==> config.mk <==
export PLATFORM = sky130hd
export DESIGN_NAME = fetch_sequencer
export DESIGN_NICKNAME = d
export VERILOG_FILES = /design/src/rtl/fetch_sequencer.sv
export SDC_FILE = /design/constraint.sdc
export NUM_CORES = 1
export LEC_CHECK = 0
export ABC_AREA = 1
export CAP_MARGIN = 25
export CORE_MARGIN = 2
export CORE_UTILIZATION = 44
export DETAILED_ROUTE_END_ITERATION = 8
export PLACE_DENSITY = 0.76
export SYNTH_ARGS = -nofsm -noshare
export SYNTH_HDL_FRONTEND = slang
export SYNTH_SLANG_ARGS = --single-unit
export TNS_END_PERCENT = 5
==> constraint.sdc <==
create_clock -name clk -period 1.6 [get_ports clk]
set_input_delay 0.32 -clock clk [delete_from_list [all_inputs] [get_ports clk]]
set_output_delay 0.32 -clock clk [all_outputs]
set_load 0.02 [all_outputs]
==> src/rtl/fetch_sequencer.sv <==
// Sequential half of the CPU core: FSM state, PC and IR registers, a sticky halt
// flag and a saturating retired-instruction counter, driven by the control unit.
module fetch_sequencer #(
    parameter int                  PC_WIDTH  = 8,
    parameter logic [PC_WIDTH-1:0] RESET_PC  = '0,
    parameter int                  CNT_WIDTH = 16
) (
    input  logic                 clk,
    input  logic                 reset,
    input  logic [2:0]           next_state,
    input  logic                 pc_we,
    input  logic                 pc_sel,
    input  logic                 pc_jmp_sel,
    input  logic [3:0]           pc_offset,
    input  logic                 ir_we,
    input  logic                 halt,
    input  logic [7:0]           mem_rdata,
    output logic [2:0]           state,
    output logic [7:0]           instr,
    output logic [PC_WIDTH-1:0]  pc,
    output logic                 halted,
    output logic [CNT_WIDTH-1:0] retired
);

    typedef enum logic [2:0] {
        FETCH      = 3'b000,
        DECODE     = 3'b001,
        EXECUTE    = 3'b010,
        MEMORY     = 3'b011,
        WRITEBACK  = 3'b100,
        HALT_STATE = 3'b101
    } state_e;

    // No valid/ready handshake: every enable from the control unit is a
    // single-cycle strobe sampled at the rising edge it is high for.
    logic [2:0]           r_state;
    logic [7:0]           r_instr;
    logic [PC_WIDTH-1:0]  r_pc;
    logic                 r_halted;
    logic [CNT_WIDTH-1:0] r_retired;

    logic [2:0]           w_state_nxt;
    logic [7:0]           w_instr_nxt;
    logic [PC_WIDTH-1:0]  w_pc_nxt;
    logic                 w_halted_nxt;
    logic [CNT_WIDTH-1:0] w_retired_nxt;
    logic [PC_WIDTH-1:0]  w_pc_inc;
    logic [PC_WIDTH-1:0]  w_pc_rel;
    logic [PC_WIDTH-1:0]  w_pc_abs;

    assign w_pc_inc = r_pc + {{(PC_WIDTH-1){1'b0}}, 1'b1};
    assign w_pc_rel = r_pc + {{(PC_WIDTH-4){pc_offset[3]}}, pc_offset};
    assign w_pc_abs = {r_pc[PC_WIDTH-1:4], pc_offset};

    always_comb begin
        w_state_nxt   = r_state;
        w_instr_nxt   = r_instr;
        w_pc_nxt      = r_pc;
        w_halted_nxt  = r_halted;
        w_retired_nxt = r_retired;
        if (!r_halted) begin
            if (halt) begin
                // Halting edge suppresses the PC/IR writes that accompany it.
                w_halted_nxt = 1'b1;
                w_state_nxt  = HALT_STATE;
            end else begin
                w_state_nxt = next_state;
                if (pc_we) begin
                    if (!pc_sel)
                        w_pc_nxt = w_pc_inc;
                    else if (!pc_jmp_sel)
                        w_pc_nxt = w_pc_rel;
                    else
                        w_pc_nxt = w_pc_abs;
                end
                if (ir_we) begin
                    w_instr_nxt = mem_rdata;
                    if (r_retired != {CNT_WIDTH{1'b1}})
                        w_retired_nxt = r_retired + {{(CNT_WIDTH-1){1'b0}}, 1'b1};
                end
            end
        end
    end

    always_ff @(posedge clk or posedge reset) begin
        if (reset) begin
            r_state   <= FETCH;
            r_instr   <= 8'h00;
            r_pc      <= RESET_PC;
            r_halted  <= 1'b0;
            r_retired <= '0;
        end else begin
            r_state   <= w_state_nxt;
            r_instr   <= w_instr_nxt;
            r_pc      <= w_pc_nxt;
            r_halted  <= w_halted_nxt;
            r_retired <= w_retired_nxt;
        end
    end

    assign state   = r_state;
    assign instr   = r_instr;
    assign pc      = r_pc;
    assign halted  = r_halted;
    assign retired = r_retired;

endmodule

-- After elaboration in Yosys (flattened, before gate mapping)
Index checks and enable logic that the tools add are counted.
- input bits: 22
- output and inout port bits: 36
- flip-flop bits (word level): 36
- logic and storage cells: 22
- add/sub/neg operators: 3
- reduce and logical (&&, ||, !) cells: 4
- equal/unequal tests: 2
- mux-type cells: 5
- bitwise operators: 2
- operator list (kind ; count):
    adder 16 x 1 -> 16 bit, second input constant ; 1
    two-way mux 8 bit ; 2
    inequality test 16 bit, second input constant ; 1
    adder 8 x 1 -> 8 bit, second input constant ; 1
    adder 8 bit ; 1
    AND reduction 4 bit ; 2
    AND reduction 3 bit ; 2
    two-way mux 3 bit ; 1
    two-way mux 1 bit ; 2
    inequality test 2 bit, second input constant ; 1
    NOT 1 bit ; 2

-- Logic depth before layout (Yosys ltp)
Gate-level depths: netlist of the first run.
- depth in word-level cells: 3
- gate-level depth with buffers: 10
- mapped depth without buffers: 10

-- Least setup slack after synthesis of the first run
No wires, ideal clock.
- kind: reg-to-reg
- start: register r_retired[0], in the netlist retired[0]
- end: register r_retired[4], in the netlist retired[4]
- buffers on the path: 1
- period minus slack after synthesis: 1.804 ns
- stages on the path, launching flop included: 10
- library setup time: 0.120 ns
- data required time: 1.480 ns
- arrival time: 1.684 ns
- slack: -0.204 ns
- cells stage by stage: dfrtp_1 ha_1 nand3_1 inv_1 nand2_1 o21ai_4 inv_4 buf_6 nand3b_1 nand2_1
- cells in the longest elaborated chain, start to end: 2
- elaborated cells on any way between the ends: 3
- classes of those cells: add/sub (1); eq/ne (1); reduce/logical (1)
- RTL lines (item ; RTL line ; text):
    start: declaration ; 40 ; logic [CNT_WIDTH-1:0] r_retired;
    start signal: assignment ; 97 ; r_retired <= w_retired_nxt;
    parallel branches: the longest is 2 deep, another holds adder 16 x 1 -> 16 bit ; n/a ;
Several ways; the timed one is not identified.
A chain may end at the register's enable or synchronous reset.

-- Worst setup path in the final report of the first run
- start: register r_pc[0], in the netlist pc[0]
- end: register r_pc[6], in the netlist pc[6]
- cells in the longest elaborated chain, start to end: 3
- elaborated cells on any way between the ends: 4
- classes of those cells: add/sub (2); mux (2)
- RTL lines (item ; RTL line ; text):
    start: declaration ; 38 ; logic [PC_WIDTH-1:0] r_pc;
    start signal: assignment ; 95 ; r_pc <= w_pc_nxt;
    adder 8 bit ; 52 ; assign w_pc_rel = r_pc + {{(PC_WIDTH-4){pc_offset[3]}}, pc_offset};
    two-way mux 8 bit ; 71 ; else if (!pc_jmp_sel)
    two-way mux 8 bit (*) ; 69 ; if (!pc_sel)
Mark *: on every way between the ends. The rest lies on a longest branch, timed or not. The select of a mux whose other input is x is not followed.

==> results by group, run 1 <==
Synth
  • Seq/Total Area, Yosys: about two fifths
  • Synth Net Count: between 300 and 400
  • Async SR Flop Fraction: 100%
  • Most numerous cell in the Yosys netlist: nand2_1
  • Yosys top cell area share: about 40%
  • Synthesized instance count: 300
  • Netlist cell types: 31
  • EDFF count, synth: 0
  • Synth warn: 0
  • Yosys reg bits: 36
  • Mapped Area: approximately 2200 um^2
  • Top_reg_cell synth: dfrtp_1
  • Ranking of synthesized cells by area: dfrtp_1 (40%), nand2_1 (16%), inv_1 (6.0%)
  • Synth area leader: dfrtp_1
  • Syn_area_per_cell: 7.47 um^2
  • Commonest cells in the synthesized netlist: nand2_1 (96), dfrtp_1 (36), inv_1 (36)

Timing
  • Final Slew Violations: 0
  • Clock Skews: around 0.0060 ns
  • Slew HR: about 77%
  • Endpoints failing setup: 0
  • RSZ-0062 raised after global routing: yes
  • Final worst path period share: between 90 and 100%
  • Final Hold Fails: 0
  • Actual slew at the worst max-slew pin: 0.339 ns
  • Fmax: 626 MHz
  • Fin crit period: roughly 1.6 ns
  • Post-route setup TNS: 0 ns

Clock tree
  • Later-pin clock latency in the skew report: around 0.29 ns
  • Worst-path clk slew: ~0.070 ns
  • H-tree depth: 2
  • CTS tree: built
  • CTS Sinks: 36
  • CTS Buf Count: 5
  • Cts hold-fix bufs: 0
  • Bufs on Longest Clock Path: 2
  • Root Buffer: clkbuf_8

Floorplanning
  • DIE AREA: roughly 5700 um^2
  • Top Ports: 58
  • Initial Utilization: a little under half
  • Chip width: between 70 and 80 um
  • Core Area: 4820 um^2
  • Die Y: about 75 um
  • Number of cell rows: 25

Flow run
  • Max-Cap Viols: 0

Final layout
  • Syn-to-layout area delta: 56.4%
  • Share of post-route cells with drive strength above 1: between 20% and 30%
  • Core Util, Final: between 70% and 80%
  • Ant diodes: 0
  • Design Area, Final: about 3500 um^2
  • Nets: 441
  • Layout Cells excl Fill: about 480

Worst setup path
  • Slowest CP cell: dfrtp_2
  • CP Buf/Inv Count: 2
  • CP max stage delay: 0.39 ns
  • Crit-path most repeated cell: nand3_1
  • Launch point of the worst path: pc[0]
  • Worst Path Required: approximately 1.8 ns
  • Worst r2r src: pc[0]
  • Cells along the critical path: ha_4, inv_1, fa_2, inv_2, nand4_1, nand3_1, nand2_1, nand3_1, a21oi_1
  • CP max FO: 4
  • Arr. time, crit path: around 1.8 ns
  • Crit. End Element: flip-flop
  • CP delay by family, top: adder cells
  • Critical path class: flip-flop to flip-flop
  • Startpoint Class: flip-flop

Global routing
  • GR Util All Layers: a little under a quarter
  • Largest net degree at the start of global routing: 30
  • First-pass GRT wire length: 9.96 mm
  • Initial antenna violation count: 0
  • Vias in the first global route: ~2,200
  • Total grt overflow: 0

Detailed routing
  • Drc violations: 0
  • Iteration-0 DRC Markers: roughly 210
  • Post-DR wirelength/cell: between 10 and 15 um
  • Final ANT Viol Nets: 0
  • Pre-antenna DRT Iters: 5
  • Top sig layer: met4
  • Met1 WL: around 2.8 mm
  • Metal3 WL: ~370 um
  • Via Count: about 2,400
  • Post-Route WL: 6.60 mm
  • Vias per Instance: around 5
  • Routed wl met2: ~3.2 mm

Placement
  • Placed cell count: 460
  • GP Congestion: 0.844
  • HPWL after detailed placement: about 4.5 mm
  • Placed cell area: roughly 3200 um^2
  • PortBufs: 57

Power and ir drop
  • Pwr Density: 683 nW/um^2
  • Leak: approximately 0.0019 uW
  • Peak VDD IR: about 0.56 mV

Min path
  • Worst min path class: primary input to asynchronous set/reset pin

Run status
  • Outcome: finished clean
[logic make-up (layout without fill, tap and decap cells)]
family,Yosys count,count (layout),synth area share [%]
compound gates,37,37,10.3
fa+ha+maj,10,10,5.92
buf+inv,40,150,7.20
xor+xnor,10,10,3.91
flops,36,36,40.2
simple gates,167,167,32.5
[cells in the final DEF, fill, tap and decap left out, types with 2 or more instances in the layout]
cell	netlist	routed
o21ai_1	0	2
dlygate4sd2_1	0	28
dfrtp_1	36	31
nand3b_1	2	2
nor2_1	26	21
nand2_2	3	6
nor3_1	4	3
inv_4	1	2
nor2_2	0	5
clkinv_2	1	2
a31oi_1	2	2
clkdlybuf4s50_1	0	17
nand4_1	6	6
nand3_2	1	2
buf_12	0	2
xnor2_1	6	6
o21ai_2	3	3
clkbuf_8	0	5
a21oi_1	13	11
inv_2	1	4
ha_1	9	2
dfrtp_2	0	5
xor2_1	4	4
nand2_1	96	93
a21oi_2	0	2
buf_4	0	41
o21ai_0	11	9
nand3b_2	2	2
dlymetal6s2s_1	0	11
a22oi_1	3	3
o22a_1	2	2
nand3_1	24	22
ha_4	0	7
inv_1	36	33
[where the power goes]
group	switching (uW)	total [uW]	leakage [uW]	internal, uW
Sequential	47.4	1010	0.000449	965
Combinational	307	595	0.00137	288
Clock	325	788	0.0000552	462
Total	679	2400	0.00187	1720
[metal layers]
metal / vias to the layer above / track usage [%]
met1: 1134 / 31.6
li1: 1188 / -
met2: 105 / 35.7
met5: - / 0
met4: 0 / 8.77
met3: 19 / 4.89
[flip-flops by register name (all words and copies together), names as in the netlist]
register  cells
state         3
retired      16
pc            8
instr         8
halted        1
[per-stage QoR]
stage	power, uW	hold WS, ns	setup slack, ns
floorplan	1290	0.430	-0.0763
global placement	1570	0.464	-0.383
detailed placement	1580	0.464	-0.467
CTS	2360	0.288	0.00360
global route	2520	0.313	-0.0799
finish	2400	0.281	0.00306
[worst paths after layout]
kind / depth (start not counted) / endpoint / slack (ns)
min in group clk: 2 / instr[6] / 0.48
worst max register to register: 9 / pc[6] / 0.003
worst max-delay path: 9 / pc[6] / 0.003
worst min-delay path: 2 / state[1] / 0.28
max in group asynchronous: 3 / pc[6] / 0.84
worst min register to register: 2 / instr[6] / 0.48
[worst register-to-register path, delay by kind of cell (launching register included)]
kind                       cells  cell delay [ns]
AOI/OAI and AO/OA              1             0.06
adders and majority gates      2             0.47
buffers and inverters          2             0.13
DFF                            1             0.39
and+or+nand+nor                4             0.42
[layout make-up]
cell class,count,area (um^2)
clock buffers,6,72.6
clock inverters,2,35.0
fillers,377,1310
inverters,39,153
multi-input cells,224,1330
flip-flops and latches,36,907
well taps,67,83.8
repair buffers,101,917
repair inverters,2,12.5
[repair_timing]
action | CTS | global route
endpoints found under the setup margin | 31 | 30
gates resized for setup | 35 | 44
gates cloned | 0 | 2
buffers inserted | 1 | 6
pin swaps | 3 | 6
No activity file was read; power rests on OpenSTA's default activity.
==> inputs of run 2 (changes only) <==
--- a/config.mk
+++ b/config.mk
@@ -8,9 +8,9 @@
 export ABC_AREA = 1
 export CAP_MARGIN = 25
 export CORE_MARGIN = 2
-export CORE_UTILIZATION = 44
+export CORE_UTILIZATION = 49
 export DETAILED_ROUTE_END_ITERATION = 8
-export PLACE_DENSITY = 0.76
+export PLACE_DENSITY = 0.8
 export SYNTH_ARGS = -nofsm -noshare
 export SYNTH_HDL_FRONTEND = slang
 export SYNTH_SLANG_ARGS = --single-unit
==> constraint.sdc (replaced) <==
create_clock -name clk -period 1.53 [get_ports clk]
set_input_delay 0.306 -clock clk [delete_from_list [all_inputs] [get_ports clk]]
set_output_delay 0.306 -clock clk [all_outputs]
set_load 0.02 [all_outputs]
==> run 2 against run 1 <==
The flow now finishes with violations (negative setup slack). Hold slack better by 0.026 ns. Flip-flop and latch count unchanged. Combinational power increased by 8.1%. Sequential share of layout area decreased by 0.66 points. Clock skew shrank 0.0018 ns. Setup slack got worse by 0.075 ns. Non-clock buffer count is 21 higher. Global-route usage is 4.4 points higher. Register-to-register slack got worse by 0.07 ns. Die area decreased by 9.7%. Critical path depth increased by 1. Final cell count increased by 0.84%. Critical endpoint is now pc[7].
==> results by group, run 2 (synthesis gave the netlist of run 1 again) <==
Run status
  • Outcome: finished, violations left
  • Failing checks: negative setup slack

Detailed routing
  • Final ANT Viol Nets: 0 (unchanged)
  • Drc violations: 0 (unchanged)
  • Post-DR wirelength/cell: 15.4 um (+11%)
  • Via Count: 2,579 (+5.4%)
  • Vias per Instance: 5.36 (+4.6%)
  • Pre-antenna DRT Iters: 6 (+1)
  • Post-Route WL: 7.38 mm (+12%)
  • Iteration-0 DRC Markers: 168 (-18%)

Floorplanning
  • Top Ports: 58 (unchanged)
  • Core Area: 4380 um^2 (-9.0%)
  • Die Y: 71.6 um (-5.0%)
  • Chip width: 71.6 um (-5.0%)
  • Number of cell rows: 24 (-4.0%)
  • DIE AREA: 5130 um^2 (-9.7%)
  • Initial Utilization: 51.1% (+4.6 points)

Timing
  • Minimum hold slack: 0.307 ns (+0.0258 ns)
  • Final Hold Fails: 0 (unchanged)
  • Final Slew Violations: 0 (unchanged)
  • RSZ-0062 raised after global routing: yes
  • Fmax: 624 MHz (-0.29%)
  • Setup slack after layout: -0.0716 ns (-0.0747 ns)
  • Clock Skews: 0.00425 ns (-0.00177 ns)
  • Fin crit period: 1.60 ns (+0.00469 ns)
  • Final worst path period share: 105% (+4.9 points)
  • Endpoints failing setup: 3 (+3)
  • Slew HR: 65.4% (-12 points)
  • Actual slew at the worst max-slew pin: 0.519 ns (+0.180 ns)

Placement
  • Placed cell area: 3360 um^2 (+5.7%)
  • PortBufs: 57 (unchanged)
  • HPWL after detailed placement: 4.95 mm (+9.3%)
  • GP Congestion: 0.882 (+4.6%)

Worst setup path
  • Flop-to-flop setup slack: -0.07 ns (-0.07 ns)
  • Crit. End Element: flip-flop
  • Worst Path Required: 1.72 ns (-0.05 ns)
  • Launch point of the worst path: pc[3]
  • Worst r2r src: pc[3]
  • R2R cell count: 10 (+1)
  • CP max FO: 4 (unchanged)
  • Arr. time, crit path: 1.79 ns (+0.02 ns)
  • Startpoint Class: flip-flop
  • R2r endpoint: pc[7]
  • Critical path class: flip-flop to flip-flop

Power and ir drop
  • Leak: 0.00186 uW (-0.90%)
  • Overall Power: 2410 uW (+0.81%)
  • Cell Int Power: 1680 uW (-2.1%)
  • Peak VDD IR: 0.646 mV (+15%)
  • Pwr Density: 666 nW/um^2 (-2.4%)
  • Clock share of power: 29.6% (-3.3 points)
  • Register share of total power: 43.8% (+1.5 points)
  • Switching share of power: 30.4% (+2.1 points)
  • Comb pwr share: 26.6% (+1.8 points)
  • Psw: 735 uW (+8.2%)

Final layout
  • Nets: 460 (+4.3%)
  • Area occupied by multi-input gates: 1370 um^2 (+3.3%)
  • Share of post-route cells with drive strength above 1: 30.5% (+6.4 points)
  • Commonest non-fill, non-tap cells in the layout: nand2_1 (93), buf_4 (64), dlygate4sd2_1 (35)
  • Storage cell area: 913 um^2 (+0.69%)
  • Syn-to-layout area delta: 61.6%
  • Commonest non-fill, non-tap cell in the layout: nand2_1
  • Ant diodes: 0 (unchanged)
  • Design Area, Final: 3620 um^2 (+3.3%)
  • Max FFs per register: 16 (unchanged)
  • Filler cells: 258 (-32%)

Clock tree
  • CTS tree: built
  • CTS Sinks: 36 (unchanged)
  • Worst-path clk slew: 0.07 ns (about the same)
  • Later-pin clock latency in the skew report: 0.29 ns (about the same)
  • H-tree depth: 2 (unchanged)
  • CTS Buf Count: 5 (unchanged)
  • Bufs on Longest Clock Path: 2 (unchanged)
  • Root Buffer: clkbuf_8

Min path
  • Worst min path class: primary input to asynchronous set/reset pin

Global routing
  • GR met3 Demand/Resource: 5.20% (+0.31 points)
  • GR Util All Layers: 27.3% (+4.4 points)
  • GR peak layer: met2
  • Largest net degree at the start of global routing: 28 (-6.7%)
  • Total grt overflow: 0 (unchanged)
  • Vias in the first global route: 2,467 (+13%)
  • Initial antenna violation count: 0 (unchanged)
  • First-pass GRT wire length: 11.0 mm (+11%)
  • Grt met1 use: 33.4% (+1.8 points)
  • Grt met2 use: 47.8% (+12 points)

Flow run
  • Max-Cap Viols: 0 (unchanged)
==> run 2: how the worst max path moves through the flow <==
stage | endpoint | cells past startpoint
after global routing | retired[9] | 7
final | pc[7] | 10
after global placement | pc[6] | 10
after detailed placement | pc[7] | 11
after floorplan | retired[4] | 9
after CTS | pc[7] | 11
==> run 2: power by group through the flow <==
stage / registers [uW] / logic, uW / clock network, uW
global placement: 1070 / 601 / 0
global route: 1060 / 702 / 764
floorplan: 1150 / 210 / 0
finish: 1060 / 643 / 715
CTS: 1050 / 584 / 720
detailed placement: 1070 / 622 / 0
==> run 2: cell type report <==
type,instances,share of cell area [%]
Multi-Input combinational cell,224,37.8
Timing Repair Buffer,122,28.5
Sequential cell,36,25.2
Inverter,39,4.14
Clock buffer,6,2.28
Tap cell,52,1.80
Clock inverter,2,0.276
==> run 2: through the flow <==
step                      std cells  utilization, %  setup TNS (ns)  setup slack (ns)
after floorplan                 300               -          -0.145           -0.0288
after global placement          465            76.7           -3.66            -0.433
after detailed placement        465            76.7           -4.35            -0.498
after CTS                       473            77.8          -0.557            -0.192
after global routing            481            82.6          -0.782            -0.179
final                           481            82.6          -0.108           -0.0716
==> run 2: metal layers <==
metal	vias to the layer above	wire length [um]
li1	1230	-
met1	1222	2900
met2	107	3880
met3	20	409
met4	0	196
met5	-	0
==> run 2: timing repair <==
action / 4_1_cts / 5_1_grt
gates cloned: 0 / 0
buffers inserted: 0 / 8
gates resized for setup: 39 / 39
setup endpoints to repair: 55 / 21
hold buffers: 0 / 0
pin swaps: 1 / 14
==> run 2: critical path, cell delays in order (launching register included) <==
cell	delay, ns
dfrtp_1	0.45
ha_4	0.32
nand2_1	0.09
nor2_1	0.17
nand3_2	0.11
nand2_1	0.08
nand2_1	0.06
nand3_2	0.06
nand2_1	0.05
nand2_1	0.05
nand2_1	0.05
==> inputs of run 3 (changes only) <==
--- a/config.mk
+++ b/config.mk
@@ -9,7 +9,9 @@
 export CAP_MARGIN = 25
 export CORE_MARGIN = 2
 export CORE_UTILIZATION = 49
+export CTS_CLUSTER_DIAMETER = 30
 export DETAILED_ROUTE_END_ITERATION = 8
+export HOLD_SLACK_MARGIN = 0.12
 export PLACE_DENSITY = 0.8
 export SYNTH_ARGS = -nofsm -noshare
 export SYNTH_HDL_FRONTEND = slang
==> results of run 3 <==
Final layout, timing and power as in run 2 (identical DEF).
